==> src/rtl/csr_irq_unit.sv <==
// Machine-mode CSR file and interrupt controller for the 3-stage RV32I pipeline.
// Optional machine timer (mtime/mtimecmp, MTIP) is built when CSR_MTIME_EN is defined.
module csr_irq_sync_cell (
  input  logic clk,
  input  logic reset,
  input  logic d_i,
  output logic q_o
);
  logic s1_q, s2_q;

  always_ff @(posedge clk or negedge reset) begin
    if (!reset) begin
      s1_q <= 1'b0;
      s2_q <= 1'b0;
    end else begin
      s1_q <= d_i;
      s2_q <= s1_q;
    end
  end

  assign q_o = s2_q;
endmodule

module csr_irq_unit #(
  parameter int              XLEN        = 32,
  parameter int              NUM_IRQ     = 4,
  parameter logic [XLEN-1:0] RESET_MTVEC = '0
) (
  input  logic               clk,
  input  logic               reset,
  input  logic               csr_reg_rd,
  input  logic               csr_reg_wr,
  input  logic [1:0]         csr_op,
  input  logic [11:0]        csr_addr,
  input  logic [XLEN-1:0]    csr_wdata,
  output logic [XLEN-1:0]    csr_rdata,
  input  logic [XLEN-1:0]    pc_in,
  input  logic               instr_valid,
  input  logic               is_mret,
  input  logic [NUM_IRQ-1:0] irq_lines,
  output logic               irq_taken,
  output logic               mret_taken,
  output logic [XLEN-1:0]    redirect_pc
);
  localparam logic [11:0] A_MSTATUS = 12'h300;
  localparam logic [11:0] A_MIE     = 12'h304;
  localparam logic [11:0] A_MTVEC   = 12'h305;
  localparam logic [11:0] A_MEPC    = 12'h341;
  localparam logic [11:0] A_MCAUSE  = 12'h342;
  localparam logic [11:0] A_MIP     = 12'h344;
  localparam logic [11:0] A_MTIMEL  = 12'h7C0;
  localparam logic [11:0] A_MTIMEH  = 12'h7C1;
  localparam logic [11:0] A_MCMPL   = 12'h7C2;
  localparam logic [11:0] A_MCMPH   = 12'h7C3;

  localparam logic [XLEN-1:0] MIE_MASK =
    XLEN'(((64'd1 << NUM_IRQ) - 64'd1) << 16) | XLEN'(64'h80);

  logic            mstatus_mie_q, mstatus_mie_d;
  logic            mstatus_mpie_q, mstatus_mpie_d;
  logic [XLEN-1:0] mie_q, mie_d;
  logic [XLEN-1:0] mtvec_q, mtvec_d;
  logic [XLEN-1:0] mepc_q, mepc_d;
  logic [XLEN-1:0] mcause_q, mcause_d;

  logic [NUM_IRQ-1:0] irq_sync;
  logic [XLEN-1:0]    mip, pend, rd_val, wval;
  logic [4:0]         cause;
  logic               wr_en, mtip;
  logic [XLEN-1:0]    tvec_base;

  for (genvar g = 0; g < NUM_IRQ; g++) begin : g_sync
    csr_irq_sync_cell u_sync (
      .clk   (clk),
      .reset (reset),
      .d_i   (irq_lines[g]),
      .q_o   (irq_sync[g])
    );
  end

`ifdef CSR_MTIME_EN
  logic [63:0] mtime_q, mtime_d;
  logic [63:0] mtimecmp_q, mtimecmp_d;
  logic        mtip_q;

  assign mtip = mtip_q;
`else
  assign mtip = 1'b0;
`endif

  always_comb begin
    mip    = '0;
    mip[7] = mtip;
    for (int i = 0; i < NUM_IRQ; i++) mip[16+i] = irq_sync[i];
  end

  assign pend = mip & mie_q;

  // Walk from the top down so the lowest-index external line wins; MTIP is the fallback.
  always_comb begin
    cause = 5'd7;
    for (int i = NUM_IRQ - 1; i >= 0; i--)
      if (pend[16+i]) cause = 5'(16 + i);
  end

  assign irq_taken  = mstatus_mie_q & (|pend) & instr_valid & ~is_mret;
  assign mret_taken = is_mret & instr_valid;
  assign tvec_base  = {mtvec_q[XLEN-1:2], 2'b00};

  always_comb begin
    redirect_pc = '0;
    if (mret_taken)
      redirect_pc = mepc_q;
    else if (irq_taken)
      redirect_pc = mtvec_q[0] ? tvec_base + (XLEN'(cause) << 2) : tvec_base;
  end

  always_comb begin
    rd_val = '0;
    case (csr_addr)
      A_MSTATUS: begin
        rd_val[3] = mstatus_mie_q;
        rd_val[7] = mstatus_mpie_q;
      end
      A_MIE:    rd_val = mie_q;
      A_MTVEC:  rd_val = mtvec_q;
      A_MEPC:   rd_val = mepc_q;
      A_MCAUSE: rd_val = mcause_q;
      A_MIP:    rd_val = mip;
`ifdef CSR_MTIME_EN
      A_MTIMEL: rd_val = XLEN'(mtime_q[31:0]);
      A_MTIMEH: rd_val = XLEN'(mtime_q[63:32]);
      A_MCMPL:  rd_val = XLEN'(mtimecmp_q[31:0]);
      A_MCMPH:  rd_val = XLEN'(mtimecmp_q[63:32]);
`endif
      default:  rd_val = '0;
    endcase
  end

  assign csr_rdata = csr_reg_rd ? rd_val : '0;

  always_comb begin
    case (csr_op)
      2'b01:   wval = csr_wdata;
      2'b10:   wval = rd_val | csr_wdata;
      2'b11:   wval = rd_val & ~csr_wdata;
      default: wval = rd_val;
    endcase
  end

  // A trap or MRET retires the instruction without its CSR side effect.
  assign wr_en = csr_reg_wr & (csr_op != 2'b00) & ~irq_taken & ~mret_taken;

  always_comb begin
    mstatus_mie_d  = mstatus_mie_q;
    mstatus_mpie_d = mstatus_mpie_q;
    mie_d          = mie_q;
    mtvec_d        = mtvec_q;
    mepc_d         = mepc_q;
    mcause_d       = mcause_q;
    if (wr_en) begin
      case (csr_addr)
        A_MSTATUS: begin
          mstatus_mie_d  = wval[3];
          mstatus_mpie_d = wval[7];
        end
        A_MIE:    mie_d    = wval & MIE_MASK;
        A_MTVEC:  mtvec_d  = {wval[XLEN-1:2], 1'b0, wval[0]};
        A_MEPC:   mepc_d   = {wval[XLEN-1:2], 2'b00};
        A_MCAUSE: mcause_d = wval;
        default: ;
      endcase
    end
    if (irq_taken) begin
      mepc_d         = {pc_in[XLEN-1:2], 2'b00};
      mcause_d       = {1'b1, (XLEN-1)'(cause)};
      mstatus_mpie_d = mstatus_mie_q;
      mstatus_mie_d  = 1'b0;
    end
    if (mret_taken) begin
      mstatus_mie_d  = mstatus_mpie_q;
      mstatus_mpie_d = 1'b1;
    end
  end

  always_ff @(posedge clk or negedge reset) begin
    if (!reset) begin
      mstatus_mie_q  <= 1'b0;
      mstatus_mpie_q <= 1'b0;
      mie_q          <= '0;
      mtvec_q        <= RESET_MTVEC;
      mepc_q         <= '0;
      mcause_q       <= '0;
    end else begin
      mstatus_mie_q  <= mstatus_mie_d;
      mstatus_mpie_q <= mstatus_mpie_d;
      mie_q          <= mie_d;
      mtvec_q        <= mtvec_d;
      mepc_q         <= mepc_d;
      mcause_q       <= mcause_d;
    end
  end

`ifdef CSR_MTIME_EN
  // A software write to either mtime half replaces this cycle's increment.
  always_comb begin
    mtime_d    = mtime_q + 64'd1;
    mtimecmp_d = mtimecmp_q;
    if (wr_en) begin
      case (csr_addr)
        A_MTIMEL: mtime_d           = {mtime_q[63:32], wval[31:0]};
        A_MTIMEH: mtime_d           = {wval[31:0], mtime_q[31:0]};
        A_MCMPL:  mtimecmp_d[31:0]  = wval[31:0];
        A_MCMPH:  mtimecmp_d[63:32] = wval[31:0];
        default: ;
      endcase
    end
  end

  always_ff @(posedge clk or negedge reset) begin
    if (!reset) begin
      mtime_q    <= '0;
      mtimecmp_q <= '1;
      mtip_q     <= 1'b0;
    end else begin
      mtime_q    <= mtime_d;
      mtimecmp_q <= mtimecmp_d;
      mtip_q     <= (mtime_q >= mtimecmp_q);
    end
  end
`endif
endmodule

==> config.mk <==
export PLATFORM = sky130hd
export DESIGN_NAME = csr_irq_unit
export DESIGN_NICKNAME = d
export VERILOG_FILES = /design/src/rtl/csr_irq_unit.sv
export SDC_FILE = /design/constraint.sdc
export NUM_CORES = 1
export LEC_CHECK = 0
export ABC_AREA = 1
export BUFFER_PORTS_ARGS = -buffer_cell sky130_fd_sc_hd__buf_2
export CORE_UTILIZATION = 45
export DETAILED_ROUTE_END_ITERATION = 12
export PLACE_DENSITY_LB_ADDON = 0.12
export SLEW_MARGIN = 20
export SYNTH_ARGS = -nofsm -noshare
export SYNTH_HDL_FRONTEND = slang
export SYNTH_HIERARCHICAL = 1
export SYNTH_SLANG_ARGS = --single-unit
==> constraint.sdc <==
create_clock -name clk -period 7.5 [get_ports clk]
set_clock_uncertainty 0.2 [all_clocks]
set_input_delay 0.75 -clock clk [delete_from_list [all_inputs] [get_ports clk]]
set_output_delay 0.75 -clock clk [all_outputs]
set_load 0.05 [all_outputs]
==> out/qor.yml, run 1 <==
finish:
  layout_commonest_cell: "nand2_1"
  drive_above_1_share_pct: 16.93
  fill_cells: 1722
  fin_cells: 1490
  area_growth_pct: 14.65
  final_cell_mix: "nand2_1, buf_2, inv_1"
  nets: 1358
  antenna_cells: 0
die:
  dieArea_um2: 17320
  fp.coreArea_um2: 16470
  die_w_um: 131.6
  start_util_pct: 45.90
  die_y_um: 131.6
  ioPinCount: 154
  row_count: 47
cts:
  clk_latency_ns: 0.37
  numCtsBuffers: 9
  htree_num_levels: 3
  cts_tree: "yes"
  post-cts-setup-buffers: 0
  clock_sinks: 108
  ctsHoldBuffers: 0
  cts_resized: 0
  path_clk_slew_ns: 0.07
  root_buffer: "clkbuf_16"
  cts_buffer_depth: 2
timing:
  finalSetupViolCount: 0
  slew_headroom_pct: 28.03
  fin_crit_ns: 4.707
  slew_viol_final: 0
  fmaxAchievable_mhz: 212.5
  max_slew.worst_pin.slew_ns: 1.077
  fin_crit_sh_pct: 62.75
  fin_tns_setup_ns: 0
  hold_violations: 0
  rsz0062_at_grt: "no"
detailed_routing:
  wire_per_inst_um: 17.78
  met1_length_mm: 12.10
  via_per_inst: 5.491
  wl_mm: 26.49
  route.met3.wl_mm: 1.932
  drc_errors: 0
  vias: 8182
  firstDrtPassIters: 5
  drt_iter0_markers: 731
  met2WireLength_mm: 12.06
  drtAntennaViolNets: 0
  top_layer: "met4"
synthesis:
  synth-simple-area-share_pct: 33.97
  synth-compound-area-share_pct: 18.73
  synth_area_um2: 7557
  synth_seq_cells: 108
  synth-xor-area-share_pct: 0.1159
  yosys.area.top_type: "dfrtp_1"
  synthTopCellsByArea: "dfrtp_1, nand2_1, inv_1"
  synthDistinctLibCells: 42
  syn_avg_cell_area_um2: 6.577
  syn_inst: 1149
  synth_top_area_share_pct: 35.76
  async_flop_share_pct: 100.0
  ys_seq_area_share_pct: 35.76
  yosys_warnings: 6
  synth_edf_count: 0
  synth-main-ff-cell: "dfrtp_1"
  synth_top_family_by_area: "simple AND/OR/NAND/NOR gates"
  muxShareOfSynthArea_pct: 0
  synth-adder-area-share_pct: 0.9272
worst_setup_path:
  cp_max_fo: 22
  worst_ep_arrival_time_ns: 3.76
  critical_path_class: "input port to primary output"
  required_ns: 6.55
  crit_path_start_kind: "input port"
  cp-end-kind: "primary output"
pwr:
  peakVddDrop_mv: 0.1113
  power.density_nw_per_um2: 181.7
  p_leak_nw: 4.572
place:
  place.gp.congestion: 0.9035
  dp_hpwl_mm: 17.44
  portBuffers: 149
  dpl.cell_count: 1474
hold_path:
  hp-class: "input port to asynchronous set/reset pin"
run:
  drv_cap: 0
global_routing:
  grt_pass1_vias: 7439
  grt_antenna_before_repair: 0
  grt_max_degree: 76
  grt_use_total_pct: 30.89
  grt_pass1_wl_mm: 41.42
  overflow: 0
status:
  status: "finished clean"
cells by family after synthesis:
family                     Yosys count
adders and majority gates            5
buffers and inverters              188
xor gates and xnor gates             1
other                                1
DFF                                108
AOI/OAI and AO/OA                  227
and+or+nand+nor                    619
worst max-delay path, cell delays in order:
cell,delay (ns)
buf_2,0.10
nor2_1,0.12
nand2_2,0.12
nor2_4,0.43
nand3_1,0.77
inv_2,0.76
nand2_1,0.10
o211ai_1,0.12
nand2_1,0.15
inv_1,0.09
buf_2,0.25
power breakdown:
group	internal [W]	total, W	switching, W
clock	0.000229	0.000474	0.000244
combinational	0.000118	0.000385	0.000267
sequential	0.000660	0.000715	0.0000555
state kept, by name, summed over array words and instances (netlist names):
| register | flops |
|---|---|
| g_sync.u_sync/q_o | 4 |
| mstatus_mie_q | 1 |
| mcause_q | 32 |
| mepc_q | 30 |
| g_sync.u_sync/s1_q | 4 |
| mtvec_q | 31 |
| mstatus_mpie_q | 1 |
| mie_q | 5 |
layer usage:
layer | GRT usage (%) | vias to the layer above
met4 | 8.786 | 0
li1 | - | 3955
met1 | 44.20 | 3827
met5 | 0 | -
met2 | 48.68 | 372
met3 | 4.012 | 28
metrics by stage:
| stage | area, um2 | hold slack (ns) | utilization, % | power (W) | worst slack [ns] |
|---|---|---|---|---|---|
| finish | 8665 | 0.1379 | 52.62 | 0.001574 | 2.793 |
| detailed placement | 8382 | 0.1355 | 50.90 | 0.001106 | 2.890 |
| floorplan | 7561 | 0.1312 | - | 0.0009814 | 3.793 |
| global route | 8665 | 0.1568 | 52.62 | 0.001645 | 2.674 |
| global placement | 8382 | 0.1345 | 50.90 | 0.001101 | 2.874 |
| CTS | 8661 | 0.1476 | 52.60 | 0.001571 | 2.884 |
cells in the mapped netlist (4+ instances only):
master	count
o21ai_0	93
inv_2	6
buf_4	11
a22oi_1	18
nand2_1	444
nand4_1	6
nor2_1	76
o21ai_1	15
a31oi_1	12
dfrtp_1	108
nor3_1	7
ha_1	4
o211ai_1	38
nor2_2	6
o22ai_1	21
inv_1	129
a21oi_1	13
nor2_4	5
clkbuf_1	21
buf_2	16
nand3_1	57
a22oi_2	10
layout make-up:
| class | instances | area, um2 | area share, % |
|---|---|---|---|
| multi-input combinational | 854 | 4089 | 47.19 |
| clock inverter | 6 | 50.05 | 0.5776 |
| clock buffer | 10 | 229.0 | 2.643 |
| tap | 220 | 275.3 | 3.177 |
| sequential | 108 | 2703 | 31.19 |
| timing repair buffer | 157 | 812.0 | 9.372 |
| inverter | 135 | 506.7 | 5.848 |
final timing paths:
| kind | from | endpoint | slack (ns) | cells past startpoint |
|---|---|---|---|---|
| min in group clk | g_sync[1].u_sync/s1_q$_DFF_PN0_ | g_sync[1].u_sync/q_o$_DFF_PN0_ | 0.15 | 0 |
| min | reset | mepc_q[4]$_DFFE_PN0P_ | 0.14 | 1 |
| max reg2reg | mie_q[18]$_DFFE_PN0P_ | mcause_q[4]$_DFFE_PN0P_ | 4.14 | 11 |
| min reg2reg | g_sync[1].u_sync/s1_q$_DFF_PN0_ | g_sync[1].u_sync/q_o$_DFF_PN0_ | 0.15 | 0 |
| max | csr_addr[11] | csr_rdata[12] | 2.79 | 11 |
| max in group asynchronous | reset | mcause_q[14]$_DFFE_PN0P_ | 5.87 | 2 |
Power figures use the tool's default switching activity.
==> run 2: changes to the inputs <==
==> constraint.sdc (replaced) <==
create_clock -name clk -period 3.8 [get_ports clk]
set_clock_uncertainty 0.2 [all_clocks]
set_input_delay 0.38 -clock clk [delete_from_list [all_inputs] [get_ports clk]]
set_output_delay 0.38 -clock clk [all_outputs]
set_load 0.05 [all_outputs]
==> out/qor.yml, run 2 (synthesis results as in run 1) <==
finish:
  layout_commonest_cell: "nand2_1"
  nets: 1380
  top_register: "mcause_q"
  fill_cells: 1745
  drive_above_1_share_pct: 18.65
  largest_register_ffs: 32
  area_growth_pct: 18.34
  multi_input_area_um2: 4116
  design_area_um2: 8944
  top_regs: "mcause_q x32, mtvec_q x31, mepc_q x30"
  antenna_cells: 0
  seq_area_um2: 2703
  final_cell_mix: "nand2_1, buf_2, inv_1"
cts:
  cts_buffer_depth: 2
  clk_latency_ns: 0.36
  numCtsBuffers: 9
  htree_num_levels: 3
  cts_tree: "yes"
  path_clk_slew_ns: 0.08
  clock_sinks: 108
  root_buffer: "clkbuf_16"
worst_setup_path:
  cp_max_fo: 4
  slowest_delay_ns: 0.41
  reg2reg_from: "mie_q[18]$_DFFE_PN0P_"
  cp-end-kind: "primary output"
  required_ns: 3.22
  crit_family: "simple AND/OR/NAND/NOR gates"
  crit_top_cell: "nand2_1"
  worst_ep_arrival_time_ns: 2.97
  critical_path_class: "flip-flop to primary output"
  cp_slowest_cell: "dfrtp_1"
  regToRegSetupSlack_ns: 1.15
  crit_chain: "nand2_1 -> nand2_1 -> nor2_8 -> inv_1 -> ha_1 -> nand2_1 -> inv_1 -> nand2_1 -> nand2_1 -> inv_1 -> nor2_1 -> inv_1 -> o21ai_0 -> nand3_1 -> o21ai_0 -> buf_2"
  critPathLaunch: "mie_q[18]$_DFFE_PN0P_"
  path_buf_inv: 5
  crit_path_start_kind: "flip-flop"
detailed_routing:
  met1_length_mm: 12.19
  vias: 8394
  drtAntennaViolNets: 0
  top_layer: "met4"
  met2WireLength_mm: 11.91
  firstDrtPassIters: 5
  wl_mm: 26.75
  drc_errors: 0
  drt_iter0_markers: 638
  wire_per_inst_um: 17.69
  route.met3.wl_mm: 1.944
  via_per_inst: 5.552
timing:
  fin_tns_setup_ns: 0
  fin_crit_sh_pct: 93.48
  max_slew.worst_pin.slew_ns: 0.7527
  slew_headroom_pct: 49.82
  fmaxAchievable_mhz: 281.5
  finalSetupViolCount: 0
  worst_slack_ns: 0.2477
  slew_viol_final: 0
  hold_violations: 0
  fin_crit_ns: 3.552
hold_path:
  hp-class: "input port to flip-flop"
  hp-start: "pc_in[26]"
place:
  portBuffers: 149
  dp_slack_ns: 0.4732
  dp_hpwl_mm: 18.61
  placed_cell_area_um2: 8504
  place.gp.congestion: 0.9332
run:
  drv_cap: 0
die:
  dieArea_um2: 17320
  die_w_um: 131.6
  fp.coreArea_um2: 16470
  ioPinCount: 154
  die_y_um: 131.6
  row_count: 47
  start_util_pct: 45.90
pwr:
  combPwrFrac_pct: 24.6
  peakVddDrop_mv: 0.2178
  p_sw_w: 0.001106
  power_frac_seq_pct: 44.2
  sw_frac_of_total_pct: 34.65
  p_leak_nw: 4.709
  intPower_w: 0.002087
  power.density_nw_per_um2: 357.0
  p_clk_share_pct: 31.2
global_routing:
  grt_pass1_vias: 7844
  grt_use_total_pct: 31.68
  grt_antenna_before_repair: 0
  grt_pass1_wl_mm: 42.66
  grt_max_degree: 56
  overflow: 0
status:
  status: "finished clean"
## run 2: changes by cell type in the layout (fill, tap and decap cells not counted), moves of 2 or more
cell,previous run,this run
nor3_2,1,3
buf_6,1,4
nor3_1,7,5
dlygate4sd3_1,0,5
nor2_2,4,9
nor2_1,75,72
buf_4,8,27
nor2_4,8,6
clkinv_4,3,1
nand2_1,443,441
buf_2,148,138
clkbuf_4,0,4
o21ai_0,93,88
o21ai_1,15,19
## run 2: metrics by stage
step	utilization [%]	std cells	hold WS [ns]	power, W
2_1_floorplan	-	1150	-0.1156	0.001937
3_3_place_gp	51.65	1491	0.1330	0.002177
3_5_place_dp	51.65	1491	0.1371	0.002189
4_1_cts	53.80	1512	0.04427	0.003174
5_1_grt	54.32	1512	0.05048	0.003330
6_report	54.32	1512	0.04458	0.003193
## run 2: final cells by class
cell class	instances	share of cell area (%)
clock buffers	11	2.714
clock inverters	5	0.6855
inverters	135	5.666
multi-input cells	854	46.03
flip-flops and latches	108	30.22
well taps	220	3.078
repair buffers	179	11.61
## run 2: final timing paths
check,end,cells after the start
min in group asynchronous,mcause_q[1]$_DFFE_PN0P_,2
max in group asynchronous,mtvec_q[12]$_DFFE_PN0P_,3
hold / removal,mepc_q[26]$_DFFE_PN0P_,3
setup / recovery,redirect_pc[11],16
setup reg to reg,mepc_q[12]$_DFFE_PN0P_,10
hold reg to reg,g_sync[1].u_sync/q_o$_DFF_PN0_,0
## run 2: power groups by stage
stage / Combinational (W) / Clock, W / Sequential [W]
detailed placement: 0.000764 / 0 / 0.00142
global route: 0.000861 / 0.00104 / 0.00143
global placement: 0.000754 / 0 / 0.00142
finish: 0.000786 / 0.000996 / 0.00141
CTS: 0.000769 / 0.000998 / 0.00141
floorplan: 0.000541 / 0 / 0.00140
## run 2: timing repair
action                                  in CTS  in global routing
endpoints found under the setup margin       0                 12
setup buffers                                0                  0
gates resized for setup                      0                 37
endpoints found under the hold margin       58                  0
hold buffers                                 5                  0
## run 2: routing by layer
metal / GRT usage [%] / vias to the layer above
met1: 44.59 / 3966
met3: 3.742 / 47
met4: 12.98 / 0
met2: 49.24 / 387
met5: 0 / -
li1: - / 3994
## run 2: tightest hold or removal path, cell delays in order
cell,delay [ns]
buf_2,0.08
a22oi_2,0.06
nand2_1,0.06
